===== src/rtl/abr_prim_sec_anchor_reg_if.sv =====
// Control/status bundle of the hardened anchor register.
// The master drives write/scrub/clear requests and the slave returns the value and alerts.
interface abr_prim_sec_anchor_reg_if #(
   parameter int unsigned Width = 32
) ();
   logic             we_i;
   logic [Width-1:0] wdata_i;
   logic             scrub_req_i;
   logic             err_clr_i;
   logic [Width-1:0] q_o;
   logic             corr_err_o;
   logic             fatal_err_o;

   modport master (
      output we_i, wdata_i, scrub_req_i, err_clr_i,
      input  q_o, corr_err_o, fatal_err_o
   );

   modport slave (
      input  we_i, wdata_i, scrub_req_i, err_clr_i,
      output q_o, corr_err_o, fatal_err_o
   );
endinterface


===== src/rtl/abr_prim_sec_anchor_reg.sv =====
// Redundant, alternately inverted state register with per-cycle compare.
// Triple copies are repaired by majority scrub; persistent or uncorrectable faults raise a sticky alert.
module abr_prim_sec_anchor_reg #(
   parameter int unsigned      Width       = 32,
   parameter int unsigned      Copies      = 3,
   parameter logic [Width-1:0] ResetValue  = '0,
   parameter int unsigned      ScrubPeriod = 16
) (
   input logic                       clk_i,
   input logic                       rst_i,
   abr_prim_sec_anchor_reg_if.slave  bus
);
   if ((Copies != 2) && (Copies != 3)) begin : gen_bad_copies
      $error("abr_prim_sec_anchor_reg: Copies must be 2 or 3");
   end
   if (ScrubPeriod == 1) begin : gen_bad_period
      $error("abr_prim_sec_anchor_reg: ScrubPeriod must be 0 or >= 2");
   end

   logic [Width-1:0] dec [Copies];
   logic             load;
   logic [Width-1:0] load_val;
   logic             mismatch;

   // keep stops synthesis from recognising the copies as equivalent and merging them
   for (genvar gi = 0; gi < Copies; gi++) begin : gen_copy
      localparam bit Inv = (gi % 2) == 1;
      (* keep = "true" *) logic [Width-1:0] copy_q;

      always_ff @(posedge clk_i or posedge rst_i) begin
         if (rst_i) begin
            copy_q <= Inv ? ~ResetValue : ResetValue;
         end else if (load) begin
            copy_q <= Inv ? ~load_val : load_val;
         end
      end

      assign dec[gi] = Inv ? ~copy_q : copy_q;
   end

   always_comb begin
      mismatch = 1'b0;
      for (int k = 1; k < Copies; k++) begin
         if (dec[k] != dec[0]) mismatch = 1'b1;
      end
   end

   if (Copies == 3) begin : gen_tmr
      localparam int unsigned CntW = (ScrubPeriod > 1) ? $clog2(ScrubPeriod) : 1;

      logic [CntW-1:0]  cnt_q, cnt_d;
      logic             verify_q, verify_d;
      logic             corr_q, corr_d;
      logic             fatal_q, fatal_d;
      logic             period_hit, scrub, repair, set_fatal;
      logic [Width-1:0] maj;

      assign maj        = (dec[0] & dec[1]) | (dec[0] & dec[2]) | (dec[1] & dec[2]);
      assign period_hit = (ScrubPeriod != 0) && (cnt_q == CntW'(ScrubPeriod - 1));

      always_comb begin
         scrub     = bus.scrub_req_i | period_hit;
         repair    = scrub & ~bus.we_i & mismatch;
         // a mismatch that survives the repair one cycle earlier is a stuck fault
         set_fatal = verify_q & ~bus.we_i & mismatch;
         cnt_d     = cnt_q + CntW'(1);
         if ((ScrubPeriod == 0) || scrub) cnt_d = '0;
         load      = bus.we_i | repair;
         load_val  = bus.we_i ? bus.wdata_i : maj;
         corr_d    = repair;
         verify_d  = repair;
         fatal_d   = set_fatal | (fatal_q & ~bus.err_clr_i);
      end

      always_ff @(posedge clk_i or posedge rst_i) begin
         if (rst_i) begin
            cnt_q    <= '0;
            verify_q <= 1'b0;
            corr_q   <= 1'b0;
            fatal_q  <= 1'b0;
         end else begin
            cnt_q    <= cnt_d;
            verify_q <= verify_d;
            corr_q   <= corr_d;
            fatal_q  <= fatal_d;
         end
      end

      assign bus.q_o         = maj;
      assign bus.corr_err_o  = corr_q;
      assign bus.fatal_err_o = fatal_q;
   end else begin : gen_dmr
      logic fatal_q, fatal_d;
      logic unused_scrub_req;

      assign unused_scrub_req = bus.scrub_req_i;

      // without a third copy there is no majority, so any divergence is fatal
      always_comb begin
         load     = bus.we_i;
         load_val = bus.wdata_i;
         fatal_d  = (mismatch & ~bus.we_i) | (fatal_q & ~bus.err_clr_i);
      end

      always_ff @(posedge clk_i or posedge rst_i) begin
         if (rst_i) begin
            fatal_q <= 1'b0;
         end else begin
            fatal_q <= fatal_d;
         end
      end

      assign bus.q_o         = dec[0];
      assign bus.corr_err_o  = 1'b0;
      assign bus.fatal_err_o = fatal_q;
   end
endmodule


===== src/flat_wrapper.sv =====
// flat-port wrapper written by rule: the top's interface ports become plain ports
module abr_prim_sec_anchor_reg_flat 
#(
   parameter int unsigned      Width       = 32,
   parameter int unsigned      Copies      = 3,
   parameter logic [Width-1:0] ResetValue  = '0,
   parameter int unsigned      ScrubPeriod = 16
)
  (clk_i, rst_i, bus_we_i, bus_wdata_i, bus_scrub_req_i, bus_err_clr_i, bus_q_o, bus_corr_err_o, bus_fatal_err_o);
  abr_prim_sec_anchor_reg_if #(.Width(Width)) bus_i ();
  input logic clk_i;
  input logic rst_i;
  input wire logic [$bits(bus_i.we_i)-1:0] bus_we_i;
  input wire logic [$bits(bus_i.wdata_i)-1:0] bus_wdata_i;
  input wire logic [$bits(bus_i.scrub_req_i)-1:0] bus_scrub_req_i;
  input wire logic [$bits(bus_i.err_clr_i)-1:0] bus_err_clr_i;
  output wire logic [$bits(bus_i.q_o)-1:0] bus_q_o;
  output wire logic [$bits(bus_i.corr_err_o)-1:0] bus_corr_err_o;
  output wire logic [$bits(bus_i.fatal_err_o)-1:0] bus_fatal_err_o;
  assign bus_i.we_i = bus_we_i;
  assign bus_i.wdata_i = bus_wdata_i;
  assign bus_i.scrub_req_i = bus_scrub_req_i;
  assign bus_i.err_clr_i = bus_err_clr_i;
  assign bus_q_o = bus_i.q_o;
  assign bus_corr_err_o = bus_i.corr_err_o;
  assign bus_fatal_err_o = bus_i.fatal_err_o;
  abr_prim_sec_anchor_reg #(.Width(Width), .Copies(Copies), .ResetValue(ResetValue), .ScrubPeriod(ScrubPeriod)) u_core (.clk_i(clk_i), .rst_i(rst_i), .bus(bus_i));
endmodule

===== config.mk =====
export PLATFORM = sky130hd
export DESIGN_NAME = abr_prim_sec_anchor_reg_flat
export DESIGN_NICKNAME = d
export VERILOG_FILES = /design/src/rtl/abr_prim_sec_anchor_reg_if.sv /design/src/rtl/abr_prim_sec_anchor_reg.sv /design/src/flat_wrapper.sv
export SDC_FILE = /design/constraint.sdc
export NUM_CORES = 1
export LEC_CHECK = 0
export BUFFER_PORTS_ARGS = -buffer_cell sky130_fd_sc_hd__buf_2
export CAP_MARGIN = 25
export CORE_ASPECT_RATIO = 0.6
export CORE_MARGIN = 2
export CORE_UTILIZATION = 57
export CTS_CLUSTER_SIZE = 8
export DETAILED_ROUTE_END_ITERATION = 16
export PLACE_DENSITY = 0.91
export SLEW_MARGIN = 20
export SYNTH_ARGS = -nofsm -noshare
export SYNTH_HDL_FRONTEND = slang
export SYNTH_SLANG_ARGS = --single-unit

===== constraint.sdc =====
create_clock -name clk_i -period 2.98 [get_ports clk_i]
set_input_delay 0.596 -clock clk_i [delete_from_list [all_inputs] [get_ports clk_i]]
set_output_delay 0.596 -clock clk_i [all_outputs]
set_load 0.03 [all_outputs]

==> results of run 1 <==
## placed cells by master, fill, tap and decap left out
master / count
ha_1: 33
nand4_1: 2
xnor2_1: 2
mux2_2: 1
inv_4: 1
clkbuf_1: 1
or3b_2: 1
dfrtp_1: 38
clkbuf_16: 9
nand2_1: 20
inv_1: 54
inv_2: 2
and2_1: 2
clkinv_2: 1
nor2_1: 45
o2bb2ai_2: 12
a31oi_1: 1
o22ai_1: 1
clkinv_4: 2
nand3_1: 2
o221ai_1: 10
o21ai_4: 1
bufinv_16: 2
nor4_1: 9
buf_4: 5
mux2i_1: 31
buf_12: 1
o2bb2ai_1: 9
buf_2: 70
or2_2: 22
dfstp_2: 32
o21ai_0: 13
nor2b_1: 1
clkbuf_8: 1
a21oi_1: 21
## power by group
group	internal, uW	total (uW)	switching, uW	leakage [uW]
Combinational	258	701	443	0.00135
Sequential	1110	1180	75.7	0.000772
Clock	757	1160	408	0.000160
Total	2120	3050	926	0.00228
## routing by layer
metal  GRT usage [%]  wire length, um  up-vias  part of all wire [%]
met1           33.62             4087     1561                    43
met5               0                0        -                     0
met4           10.78              135        0                   1.4
met2           42.25             4538      134                    48
li1                -                -     1439                     -
met3           7.883              658       17                   7.0
## flip-flops by register name, summed over array words and instances, names as in the netlist
signal                  cells
u_core.gen_copy.copy_q     64
u_core.bus.fatal_err_o      1
u_core.bus.corr_err_o       1
u_core.gen_tmr.cnt_q        4
## worst max-delay path, cell delays in order, from the launching register on
cell and delay, ps:
dfstp_2 530, inv_1 50, ha_1 300, nor4_1 440, nand4_1 310, o21ai_4 310
buf_12 230, mux2i_1 250
## layout make-up
class                      instances  area, um^2  share of cell area (%)
multi-input combinational        239        1785                   38.52
clock buffer                      11       242.7                   5.236
tap                               87       108.9                   2.348
clock inverter                     5       82.58                   1.781
inverter                          57       216.5                   4.669
sequential                        70        1792                   38.65
timing repair buffer              76       407.9                   8.799
## worst max path at each step
stage                                    endpoint  slack (ps)  cells past startpoint
global placement     u_core.gen_copy[2].copy_q[1]         640                      7
floorplan                   u_core.bus.corr_err_o         670                      1
global route        u_core.gen_copy[1].copy_q[19]         330                      7
finish              u_core.gen_copy[1].copy_q[19]         460                      7
CTS                 u_core.gen_copy[1].copy_q[30]         460                      7
detailed placement  u_core.gen_copy[1].copy_q[30]         550                      7
## metrics by stage
stage	instances	power, uW	instance area [um^2]	setup slack [ps]	utilization (%)
finish	545	3048	4636	462.9	69.73
global route	545	3190	4636	326.0	69.73
CTS	545	3057	4636	463.2	69.73
detailed placement	529	1878	4310	547.3	64.84
global placement	529	1832	4310	643.8	64.84
floorplan	382	1670	3911	668.7	-
==> summary.md, run 1 <==
| Metric | Value |
|---|---|
| Critical Path RT | 3230 ps |
| Max Buffers Root-to-Sink | 2 |
| Number of placement rows | 23 |
| Cts bufs inserted | 9 |
| Initial Util | 58.84% |
| Via count | 3151 |
| Number of global-route vias before repair | 3198 |
| Start point of the critical path | u_core.gen_copy[1].copy_q[6] |
| Post-CTS sizing | 0 |
| Initial drt markers | 271 |
| CP endpoint kind | flip-flop |
| Fin. Hold Viols | 0 |
| Max Cap Viol | 0 |
| Period minus WS final | 2517 ps |
| Final Max Slew Viols | 0 |
| Core area | 6648 um^2 |
| Synth-to-Final Area Change | 18.52% |
| IO buf count | 70 |
| Status | finished clean |
| Critical path arrival | 2770 ps |
| CTS Root Buffer Type | clkbuf_16 |
| Worst skew pair latency | 330 ps |
| Avg Cell Area, Syn | 10.24 um^2 |
| Mapped cell area | 3911 um^2 |
| DRT Pass-1 Iters | 5 |
| Achievable Freq | 397.3 MHz |
| Gr usage total | 26.12% |
| Crit Reg-Reg Endpoint | u_core.gen_copy[1].copy_q[19] |
| Number of diodes | 0 |
| Hold Crit Class | in -> reg |
| CTS tree | yes |
| Post-route setup TNS | 0 ps |
| Slew @ Worst Pin | 868.6 ps |
| WS Path Type | reg -> reg |
| Synthesis Warnings | 0 |
| Share of layout cells above drive strength 1 | 35.59% |
| # fillers | 474 |
| Total Wirelength | 9.419 mm |
| DP HPWL | 6.415 mm |
| CP Max Fanout | 22 |
| Die Footprint | 7562 um^2 |
| Vias per Instance | 5.782 |
| Initial antenna violation count | 0 |
| Gp weighted congestion | 0.7806 |
| Worst-case headroom to the max-slew limit | 42.09% |
| RSZ-0062 raised after global routing | false |
| Tcrit/Tclk final | 84.47% |
| Worst vdd rail ir drop | 0.3500 mV |
| Mapped Cells | 382 |
| Final Setup Violations | 0 |
| Static Leakage | 0.002284 uW |
| Hold_buf cts | 0 |
| Die Ht | 68.17 um |
| IO Pins | 71 |
| Die Wd | 110.9 um |
| Residual DRC | 0 |
| Critical R2R Launch | u_core.gen_copy[1].copy_q[6] |
| Reg2reg setup slack | 460 ps |
| Setup bufs post-CTS | 0 |
| Layout Skew | 8.796 ps |
| Hold WS | 437.4 ps |
| Worst-path clk slew | 60 ps |
| Total Nets Final | 523 |
| GRT overflow | 0 |
| Syn nets | 452 |
| Routed Antenna Nets | 0 |
| Largest net degree at the start of global routing | 71 |
| CTS sink count | 70 |
| Global-route wire length before repair | 15.27 mm |
| Worst reg-to-reg path cell count | 7 |
| Pwr dens | 657.5 nW/um^2 |
| Routed wire per std cell | 17.28 um |
| H-tree depth | 3 |
| Startpoint types | flip-flop |
| HP Start | bus_scrub_req_i |
| Hold Path End | u_core.gen_tmr.cnt_q[2] |
| Worst hold path stage count | 2 |
(Power assumes the default switching activity.)
==> run 2: changes to the inputs <==
Settings changed: CORE_UTILIZATION 57 to 51, PLACE_DENSITY 0.91 to 0.86.
Clock period 2.98 ns to 2.3 ns, I/O delays scaled along.
==> summary.md, run 2 (synthesis results as in run 1) <==
| Metric | Value |
|---|---|
| Most common cell after layout, fill and taps aside | buf_2 |
| Global-route wire length before repair | 15.92 mm |
| Slew @ Worst Pin | 664.6 ps |
| Total Wirelength | 10.19 mm |
| Pwr dens | 857.4 nW/um^2 |
| Fin area | 5071 um^2 |
| H-tree depth | 3 |
| Critical Path RT | 2550 ps |
| Pint | 3048 uW |
| Sw frac | 29.89% |
| Most frequent cells in the layout | buf_2, inv_1, nor2_1 |
| Worst-case headroom to the max-slew limit | 55.63% |
| Die Footprint | 8409 um^2 |
| CP endpoint kind | flip-flop |
| Die Wd | 117.1 um |
| CTS sink count | 70 |
| Gp weighted congestion | 0.7826 |
| Initial drt markers | 215 |
| Number of placement rows | 24 |
| GRT overflow | 0 |
| IO buf count | 70 |
| Slowest-stage cell, CP | dfstp_2 |
| Critical path arrival | 2490 ps |
| Total Nets Final | 536 |
| Critical path buffers and inverters | 3 |
| Sequential power share | 35.5% |
| Share of layout cells above drive strength 1 | 41.61% |
| CTS tree | yes |
| Residual DRC | 0 |
| Core area | 7357 um^2 |
| Achievable Freq | 447.1 MHz |
| WS Path Type | reg -> reg |
| Largest regs | u_core.gen_copy.copy_q x64, u_core.gen_tmr.cnt_q x4 |
| Cells after DPL | 556 |
| Worst vdd rail ir drop | 0.3960 mV |
| Final cell count without fillers | 575 |
| Layout Skew | 11.67 ps |
| Tcrit/Tclk final | 97.24% |
| Gr usage total | 24.59% |
| DRT Pass-1 Iters | 4 |
| Largest register FFs | 64 |
| Hold Crit Class | in -> async |
| # fillers | 539 |
| Via count | 3143 |
| Fin. Hold Viols | 0 |
| Clk pwr share | 39.3% |
| CP Max Fanout | 7 |
| Post-route setup TNS | 0 ps |
| Comb power frac | 25.2% |
| Final Setup Violations | 0 |
| Routed Antenna Nets | 0 |
| Final Max Slew Viols | 0 |
| Hold_buf cts | 0 |
| Crit-path cells | inv_1 > ha_4 > nor4_4 > nand4_1 > o21ai_4 > buf_6 > buf_12 > mux2i_1 |
| Status | finished clean |
| Vias per Instance | 5.466 |
| Worst setup margin | 63.37 ps |
| Cts bufs inserted | 9 |
| Placement Setup Slack | -137.3 ps |
| Max Buffers Root-to-Sink | 2 |
| IO Pins | 71 |
| Max Cap Viol | 0 |
| Number of diodes | 0 |
| DP HPWL | 6.581 mm |
| Die Ht | 71.84 um |
| Overall power | 4348 uW |
| CTS Root Buffer Type | clkbuf_16 |
| Worst skew pair latency | 340 ps |
| NetSw | 1300 uW |
| Startpoint types | flip-flop |
| Number of global-route vias before repair | 3304 |
| Routed wire per std cell | 17.72 um |
| Synth-to-Final Area Change | 29.65% |
| Largest net degree at the start of global routing | 35 |
| Initial Util | 53.16% |
| Period minus WS final | 2237 ps |
| Worst-path clk slew | 70 ps |
| DP Area | 4457 um^2 |
| Static Leakage | 0.002387 uW |
| Crit-path max cell delay | 530 ps |
| CP delay by family, top | simple AND/OR/NAND/NOR gates |
| Biggest register | u_core.gen_copy.copy_q |
| Initial antenna violation count | 0 |
[run 2: changes by cell type in the layout (fill, tap and decap cells not counted), sizes merged]
cell      change
clkinvlp      +2
clkinv        -3
buf          +13
clkbuf        -1
bufinv        +2
[run 2: final cells by class]
class | instances | area, um^2 | share of cell area, %
sequential | 70 | 1792 | 35.33
inverter | 57 | 219.0 | 4.318
clock buffer | 10 | 229.0 | 4.515
multi-input combinational | 239 | 1996 | 39.35
tap | 104 | 130.1 | 2.566
clock inverter | 6 | 135.1 | 2.665
timing repair buffer | 89 | 570.5 | 11.25
[run 2: layer usage]
metal  share of wire (%)  up-vias  wire length, um  global-route usage [%]
li1                    -     1463                -                       -
met2                  49       91             4964                   40.21
met1                  45     1575             4587                   33.48
met4                 1.2        0              127                   6.405
met5                   0        -                0                       0
met3                 5.0       14              508                   5.584
[run 2: power groups by stage]
stage               sequential, uW  clock, uW  combinational [uW]
global placement              1530          0                 868
floorplan                     1520          0                 645
CTS                           1530       1710                 957
global route                  1560       1780                1190
finish                        1540       1710                1100
detailed placement            1540          0                 905
[run 2: what timing repair did]
item	in CTS	in global routing
pin swaps	3	7
endpoints found under the hold margin	0	0
resized for setup	5	25
buffers inserted	2	1
setup endpoints to repair	63	63
[run 2: final timing paths]
kind	startpoint	endpoint	slack [ps]	depth (start not counted)
worst max-delay path	u_core.gen_copy[1].copy_q[13]	u_core.gen_copy[1].copy_q[21]	60	8
worst min-delay path	rst_i	u_core.gen_copy[2].copy_q[10]	220	2
worst max register to register	u_core.gen_copy[1].copy_q[13]	u_core.gen_copy[1].copy_q[21]	60	8
worst min register to register	u_core.gen_tmr.cnt_q[0]	u_core.gen_tmr.cnt_q[0]	490	1
max in group asynchronous	rst_i	u_core.gen_copy[1].copy_q[25]	1390	3
min in group clk_i	bus_scrub_req_i	u_core.gen_tmr.cnt_q[2]	320	2
[run 2: through the flow]
step                hold slack, ps  util (%)
global placement             447.6     60.58
floorplan                    431.6         -
detailed placement           451.3     60.58
CTS                          239.0     66.19
global route                 275.1     68.93
finish                       221.2     68.93
==> run 3: changes to the inputs <==
Settings changed: ABC_AREA set to 1, CORE_UTILIZATION 51 to 52, HOLD_SLACK_MARGIN set to 0.12, PLACE_DENSITY 0.86 to 0.87.
==> summary.md, run 3 <==
| Metric | Value |
|---|---|
| IO buf count | 70 |
| # fillers | 701 |
| Largest net degree at the start of global routing | 79 |
| CP Max Fanout | 27 |
| Startpoint types | flip-flop |
| Synthesis Warnings | 0 |
| CTS sink count | 70 |
| DP Area | 4712 um^2 |
| H-tree depth | 3 |
| Routed Antenna Nets | 0 |
| Initial drt markers | 292 |
| Largest regs | u_core.gen_copy.copy_q x64, u_core.gen_tmr.cnt_q x4 |
| Routed wire per std cell | 12.43 um |
| Reg area | 1792 um^2 |
| Period minus WS final | 2167 ps |
| DRT Pass-1 Iters | 4 |
| Number of diodes | 0 |
| Status | finished clean |
| Placement Setup Slack | 147.2 ps |
| DP HPWL | 6.440 mm |
| GRT overflow | 0 |
| Final Setup Violations | 0 |
| Worst skew pair latency | 340 ps |
| Die Wd | 121.8 um |
| Slowest-stage cell, CP | dfstp_2 |
| RSZ-0062 raised after global routing | false |
| Fin. Hold Viols | 0 |
| Mapped cell area | 4327 um^2 |
| Avg Cell Area, Syn | 7.272 um^2 |
| Number of global-route vias before repair | 3549 |
| Biggest register | u_core.gen_copy.copy_q |
| Crit path top cell by count | nand2_1 |
| Hold Crit Class | in -> async |
| Max Buffers Root-to-Sink | 2 |
| Total Nets Final | 728 |
| Largest register FFs | 64 |
| Max Cap Viol | 0 |
| Most frequent cells in the layout | nand2_1, inv_1, buf_2 |
| Number of placement rows | 25 |
| Tcrit/Tclk final | 94.20% |
| Residual DRC | 0 |
| Synth-to-Final Area Change | 15.85% |
| Critical path arrival | 2390 ps |
| CTS tree | yes |
| Most common cell after layout, fill and taps aside | nand2_1 |
| Critical R2R Launch | u_core.gen_copy[1].copy_q[0] |
| Mapped Cells | 595 |
| Die Footprint | 9090 um^2 |
| Layout Skew | 4.735 ps |
| Worst-case headroom to the max-slew limit | 68.31% |
| Via count | 3812 |
| Crit-path cells | inv_1 > ha_1 > nor2_1 > nand2_1 > nor2_1 > nand2_1 > o21ai_4 > nand2_2 > buf_4 > nand2_1 > nand2_1 |
| IO Pins | 71 |
| Multi-input logic area | 1844 um^2 |
| Hold_buf cts | 0 |
| Gp weighted congestion | 0.8177 |
| Initial Util | 54.24% |
| Pwr dens | 814.5 nW/um^2 |
| CTS Root Buffer Type | clkbuf_16 |
| Critical Path RT | 2520 ps |
| Initial antenna violation count | 0 |
| CP endpoint kind | flip-flop |
| Crit-path max cell delay | 530 ps |
| Gr usage total | 23.19% |
| Worst reg-to-reg path cell count | 11 |
| Global-route wire length before repair | 16.34 mm |
| Worst vdd rail ir drop | 0.4823 mV |
| Slew @ Worst Pin | 475.4 ps |
| Fin area | 5012 um^2 |
| Achievable Freq | 461.6 MHz |
| WS Path Type | reg -> reg |
| Total Wirelength | 9.581 mm |
| Vias per Instance | 4.944 |
| Hold WS | 206.4 ps |
| Die Ht | 74.66 um |
| Share of layout cells above drive strength 1 | 20.06% |
| Static Leakage | 0.002918 uW |
| Final Max Slew Viols | 0 |
| Post-route setup TNS | 0 ps |
| Worst setup margin | 133.4 ps |
| Worst-path clk slew | 60 ps |
| Cts bufs inserted | 9 |
| Syn nets | 665 |
| Crit Reg-Reg Endpoint | u_core.gen_copy[2].copy_q[16] |
| Reg2reg setup slack | 130 ps |
| Core area | 7976 um^2 |
## run 3: timing repair
action,in CTS,in global routing
buffers inserted,0,0
gates resized for setup,0,4
endpoints found under the hold margin,0,0
endpoints found under the setup margin,0,48
## run 3: metal layers
layer  GRT usage (%)  wire length, um
met1           31.00             4489
met2           37.55             4382
met3           6.288              519
met4           7.280              189
met5               0                0
## run 3: final cells by class
type | instances | area share [%]
tap | 108 | 2.696
timing repair buffer | 78 | 8.912
clock buffer | 12 | 5.317
clock inverter | 4 | 0.3994
multi-input combinational | 364 | 36.79
sequential | 70 | 35.75
inverter | 135 | 10.13
## run 3: metrics by stage
step / cells / util (%) / power, uW
6_report: 771 / 62.84 / 4082
5_1_grt: 771 / 62.84 / 4356
4_1_cts: 771 / 62.67 / 4113
3_5_place_dp: 755 / 59.07 / 2760
3_3_place_gp: 755 / 59.07 / 2698
2_1_floorplan: 595 / - / 2444
## run 3: worst max-delay path by stage
stage,startpoint,end,cells after the start
floorplan,rst_i,u_core.bus.corr_err_o,1
global placement,u_core.gen_copy[1].copy_q[1],u_core.gen_copy[2].copy_q[17],11
detailed placement,u_core.gen_copy[1].copy_q[0],u_core.gen_copy[2].copy_q[0],11
CTS,u_core.gen_copy[1].copy_q[1],u_core.gen_copy[2].copy_q[6],11
global route,u_core.gen_copy[1].copy_q[25],u_core.gen_copy[2].copy_q[19],11
finish,u_core.gen_copy[1].copy_q[0],u_core.gen_copy[2].copy_q[16],11
## run 3: worst max-delay path: cells and delay by family, from the launching register on
family | cells | cell delay (ps)
flip-flops | 1 | 530
AO/OA/AOI/OAI | 1 | 230
buffers and inverters | 2 | 280
adder cells (fa/ha/maj) | 1 | 280
AND/OR/NAND/NOR | 7 | 730
## run 3: power breakdown
group / switching [uW] / leakage [uW] / total, uW / internal, uW
combinational: 782 / 0.00198 / 1170 / 391
clock: 513 / 0.000148 / 1320 / 810
sequential: 125 / 0.000786 / 1590 / 1460
total: 1420 / 0.00292 / 4080 / 2660
